===== src/rtl/bus_read_master_pkg.sv =====
// Shared bus definitions for the read master: state encoding, default widths,
// responder address and the timeout-limit helper.
`default_nettype none

package bus_read_master_pkg;

  localparam int DEF_ADDR_W  = 8;
  localparam int DEF_DATA_W  = 8;
  localparam int DEF_TIMEOUT = 16;
  localparam int TIMER_W     = 8;

  localparam logic [DEF_ADDR_W-1:0] RESP_ADDR = 8'h3C;

  typedef enum logic [2:0] {
    ST_IDLE = 3'd0,
    ST_REQ  = 3'd1,
    ST_REL  = 3'd2,
    ST_DONE = 3'd3,
    ST_ERR  = 3'd4
  } state_t;

  // Terminal timer value: the wait expires once the count has reached it.
  function automatic logic [TIMER_W-1:0] timer_limit(input int timeout);
    return TIMER_W'(timeout - 1);
  endfunction

endpackage

`default_nettype wire


===== src/rtl/bus_timeout_ctr.sv =====
// Wait timer for the read master: counts cycles while enabled and flags
// expiry when the count reaches TIMEOUT-1.
`default_nettype none

module bus_timeout_ctr
  import bus_read_master_pkg::*;
#(
  parameter int TIMEOUT = DEF_TIMEOUT
) (
  input  logic clk,
  input  logic rst,
  input  logic clr,
  input  logic en,
  output logic expired
);

  localparam logic [TIMER_W-1:0] LIMIT = timer_limit(TIMEOUT);

  logic [TIMER_W-1:0] count;

  // Saturates at LIMIT so a held enable never wraps back to a short wait.
  always_ff @(posedge clk) begin
    if (rst || clr) begin
      count <= '0;
    end else if (en && !expired) begin
      count <= count + 1'b1;
    end
  end

  assign expired = (count == LIMIT);

endmodule

`default_nettype wire


===== src/rtl/bus_read_master.sv =====
// Handshaked bus read master: issues rd to one address for len+1 words,
// captures D on each Den, and aborts with timeout_err if Den stalls.
`default_nettype none

module bus_read_master
  import bus_read_master_pkg::*;
#(
  parameter int ADDR_W  = DEF_ADDR_W,
  parameter int DATA_W  = DEF_DATA_W,
  parameter int TIMEOUT = DEF_TIMEOUT
) (
  input  logic              clk,
  input  logic              rst,
  input  logic              start,
  input  logic [ADDR_W-1:0] addr_in,
  input  logic [3:0]        len,
  output logic [ADDR_W-1:0] A,
  output logic              rd,
  input  logic              Den,
  input  logic [DATA_W-1:0] D,
  output logic [DATA_W-1:0] rdata,
  output logic              rdata_valid,
  output logic              busy,
  output logic              done,
  output logic              timeout_err
);

  state_t     state;
  logic [3:0] cnt;
  logic       wait_en;
  logic       timer_clr;
  logic       timer_expired;

  // The timer runs only while the level the current state waits for is absent;
  // any other cycle (including every state transition) restarts it from zero.
  always_comb begin
    wait_en = 1'b0;
    case (state)
      ST_REQ:  wait_en = !Den;
      ST_REL:  wait_en = Den;
      default: wait_en = 1'b0;
    endcase
  end

  assign timer_clr = !wait_en;

  bus_timeout_ctr #(
    .TIMEOUT(TIMEOUT)
  ) u_timeout (
    .clk    (clk),
    .rst    (rst),
    .clr    (timer_clr),
    .en     (wait_en),
    .expired(timer_expired)
  );

  always_ff @(posedge clk) begin
    if (rst) begin
      state       <= ST_IDLE;
      A           <= '0;
      rd          <= 1'b0;
      rdata       <= '0;
      rdata_valid <= 1'b0;
      busy        <= 1'b0;
      done        <= 1'b0;
      timeout_err <= 1'b0;
      cnt         <= 4'd0;
    end else begin
      rdata_valid <= 1'b0;
      done        <= 1'b0;
      timeout_err <= 1'b0;

      case (state)
        ST_IDLE: begin
          if (start) begin
            state <= ST_REQ;
            A     <= addr_in;
            cnt   <= len;
            rd    <= 1'b1;
            busy  <= 1'b1;
          end
        end

        // Den is checked before expiry so a response on the final cycle wins.
        ST_REQ: begin
          if (Den) begin
            rdata       <= D;
            rdata_valid <= 1'b1;
            rd          <= 1'b0;
            state       <= ST_REL;
          end else if (timer_expired) begin
            rd          <= 1'b0;
            timeout_err <= 1'b1;
            state       <= ST_ERR;
          end
        end

        ST_REL: begin
          if (!Den) begin
            if (cnt == 4'd0) begin
              done  <= 1'b1;
              state <= ST_DONE;
            end else begin
              cnt   <= cnt - 4'd1;
              rd    <= 1'b1;
              state <= ST_REQ;
            end
          end else if (timer_expired) begin
            timeout_err <= 1'b1;
            state       <= ST_ERR;
          end
        end

        ST_DONE, ST_ERR: begin
          busy  <= 1'b0;
          state <= ST_IDLE;
        end

        default: begin
          rd    <= 1'b0;
          busy  <= 1'b0;
          state <= ST_IDLE;
        end
      endcase
    end
  end

endmodule

`default_nettype wire


===== config.mk =====
export PLATFORM = sky130hd
export DESIGN_NAME = bus_read_master
export DESIGN_NICKNAME = d
export VERILOG_FILES = /design/src/rtl/bus_read_master_pkg.sv /design/src/rtl/bus_timeout_ctr.sv /design/src/rtl/bus_read_master.sv
export SDC_FILE = /design/constraint.sdc
export NUM_CORES = 1
export LEC_CHECK = 0
export CAP_MARGIN = 40
export CORE_ASPECT_RATIO = 1.2
export CORE_MARGIN = 1
export CORE_UTILIZATION = 45
export DETAILED_ROUTE_END_ITERATION = 8
export GPL_ROUTABILITY_DRIVEN = 0
export HOLD_SLACK_MARGIN = 0.05
export PLACE_DENSITY = 0.81
export REMOVE_ABC_BUFFERS = 1
export SYNTH_ARGS = -nofsm -noshare
export SYNTH_HDL_FRONTEND = slang
export SYNTH_SLANG_ARGS = --single-unit

===== constraint.sdc =====
create_clock -name clk -period 3.45 [get_ports clk]
set_clock_uncertainty 0.2 [all_clocks]
set_input_delay 0.69 -clock clk [delete_from_list [all_inputs] [get_ports clk]]
set_output_delay 0.69 -clock clk [all_outputs]
set_load 0.1 [all_outputs]

==> flow_summary_export.csv <==
group,metric,value,unit
logic_synthesis,netlist_instances,190,
die,coreArea,3338,sq um
layout,drive_above_1_share,0.1538,
sta,slew_headroom,0.5097,
logic_synthesis,synth_edf_count,0,
layout,fin_nets,259,
sta,grt_setup_unrepaired,"no",
sta,finalHoldViolations,0,
detailed_routing,ant_nets,0,
logic_synthesis,synth_ff_type,"dfxtp_1",
place,preCtsSetupSlack,769.2,ps
detailed_routing,wl_met3,185,um
logic_synthesis,synth-seq-area-share,0.4571,
sta,setup_ws,1052,ps
clock_network,cts_sinks,36,
logic_synthesis,synth_top_area_share,0.4571,
global_routing,grt_pass1_wl,5395,um
clock_network,h-tree-depth,2,
worst_setup_path,rrSetupSlack,1450,ps
layout,finish.utilization,0.6237,
detailed_routing,drc,0,
clock_network,post_cts_buffers,0,
hold_path,hold_depth,2,
worst_setup_path,critical_path_class,"primary input to register",
logic_synthesis,synth_top_area_cell,"dfxtp_1",
die,die-area,3745,sq um
global_routing,antenna_found_initial,0,
logic_synthesis,synth.area.top_cells,"dfxtp_1 (46%), nand2_1 (9.5%), a21oi_1 (8.6%)",
die,die_y,66.84,um
clock_network,cts_root_buf,"clkbuf_8",
die,rows,23,
place,dpl.hpwl,2327,um
detailed_routing,vias,1427,
run_status,status,"complete, no violations",
logic_synthesis,synthArstFlopShare,0,
worst_setup_path,path_max_fanout,10,
global_routing,grt_max_degree,29,
sta,post-route-min-period,2398,ps
clock_network,clk_latency,290,ps
layout,antennaDiodeCount,0,
logic_synthesis,synth-seq-cells,36,
worst_setup_path,r2r_cells,6,
global_routing,overflow,0,
sta,min_period_over_period,0.6951,
power_and_ir_drop,ir_worst_vdd,0.3947,mV
worst_setup_path,required,3440,ps
detailed_routing,wl_per_cell,12.11,um
layout,syn_to_final_growth,32.06,%
detailed_routing,viasPerCell,5.266,
worst_setup_path,cp_data_arrival_time,2390,ps
detailed_routing,drt_pass1_iterations,4,
flow_run,maxCapViolCount,0,
sta,fmax,417.0,MHz
die,ioPinCount,45,
power_and_ir_drop,powerDensity,506.2,nW/um^2
worst_setup_path,startpoint_type,"primary input",
detailed_routing,drt_iter0_drc,42,
detailed_routing,routed-wl-met2,1555,um
logic_synthesis,yosysWarnings,0,
clock_network,cts_buffers,5,
clock_network,cts_tree,"built",
layout,stdcell_count,271,
place,dp_cells,263,
detailed_routing,m1WireLength,1471,um
sta,tightest_slew,733.9,ps
clock_network,clockBufferDepth,2,
logic_synthesis,netlist-cell-type-count,41,
clock_network,path_clk_slew,80,ps
clock_network,holdBufCountCts,0,
sta,drv_slew,0,
die,die_w,56.03,um
power_and_ir_drop,leakagePower,0.0007963,uW
detailed_routing,drt-total-wl,3282,um
global_routing,grtUsageTotal,0.1849,
die,start_util,0.4723,
hold_path,hp-class,"register to register",
worst_setup_path,endpoint_kind,"register",
detailed_routing,highest_layer,"met4",
global_routing,grt_pass1_vias,1251,
sta,fin_tns_setup,0,ps
logic_synthesis,syn_avg_cell_area,8.297,sq um
place,portBuffers,44,
power_and_ir_drop,power,1054,uW
clock_network,cts_resized,0,
sta,setup_violations,0,
logic_synthesis,syn-cell-area,1577,sq um
registers in the layout (all words and copies together), names as in the netlist:
name             flops
A                    8
rdata                8
u_timeout.count      8
cnt                  4
state                3
busy                 1
done                 1
rd                   1
rdata_valid          1
timeout_err          1
placed cells by master (no fill, tap or decap), types with 4 or more instances in the layout:
cell             instances
clkbuf_8                 5
nor2_1                  16
buf_4                   22
nand3_1                  4
inv_1                    4
nand2_1                 40
o31ai_1                  4
a21oi_1                 27
dfxtp_1                 36
o21ai_0                  5
clkdlybuf4s50_1         23
through the flow:
| stage | hold WS [ps] | cell area, sq um |
|---|---|---|
| global route | 275.3 | 2082 |
| global placement | 242.8 | 1971 |
| CTS | 258.6 | 2082 |
| floorplan | 246.7 | 1529 |
| detailed placement | 247.7 | 1971 |
| finish | 255.2 | 2082 |
synthesized netlist by cell type (all sizes together) (2+ instances only):
master and instances:
o31ai 4, or3b 2, nor3 3, a31oi 2
a21oi 27, nand3 4, ha 2, inv 4
a21boi 2, clkbuf 6, nor2b 3, nand2 40
a211o 2, buf 3, and2 2, mux2i 2
nand2b 3, nor2 16, or4 2, dfxtp 36
nor3b 3, o21ai 5, or3 3
worst paths after layout:
path           from                  to
max             Den  u_timeout.count[2]
min            A[1]                A[1]
max reg2reg  cnt[0]              cnt[1]
min reg2reg    A[1]                A[1]
worst max-delay path: stages:
cell             delay (ps)
clkdlybuf4s50_1         540
and4bb_2                330
o21bai_1                600
a31oi_1                  80
o21a_1                  140
report_power, final:
group / switching (uW) / internal, uW / total [uW] / leakage (uW)
combinational: 160 / 75.2 / 235 / 0.000449
sequential: 15.0 / 436 / 451 / 0.000293
clock: 154 / 214 / 368 / 0.0000541
total: 329 / 725 / 1050 / 0.000796
area by class of cell:
type,instances,area [sq um]
clock buffer,5,68.82
clock inverter,3,42.54
fill,303,1256
inverter,4,15.01
multi-input combinational,141,793.3
sequential,36,720.7
tap,37,46.29
timing repair buffer,45,395.4
layer usage:
metal / vias to the layer above / GRT usage
met2: 34 / 0.2976
li1: 748 / -
met5: - / 0
met1: 636 / 0.2265
met4: 0 / 0.1006
met3: 9 / 0.04660
cells by family (layout without fill, tap and decap cells):
group | Yosys count | count (layout) | synth area share
compound gates | 49 | 49 | 0.1889
simple gates | 86 | 86 | 0.2746
xor+xnor | 2 | 2 | 0.01111
fa+ha+maj | 2 | 2 | 0.01587
mux | 2 | 2 | 0.01270
flops | 36 | 36 | 0.4571
buf+inv | 13 | 57 | 0.03968
Note: power is estimated with default switching activity, not from simulation.
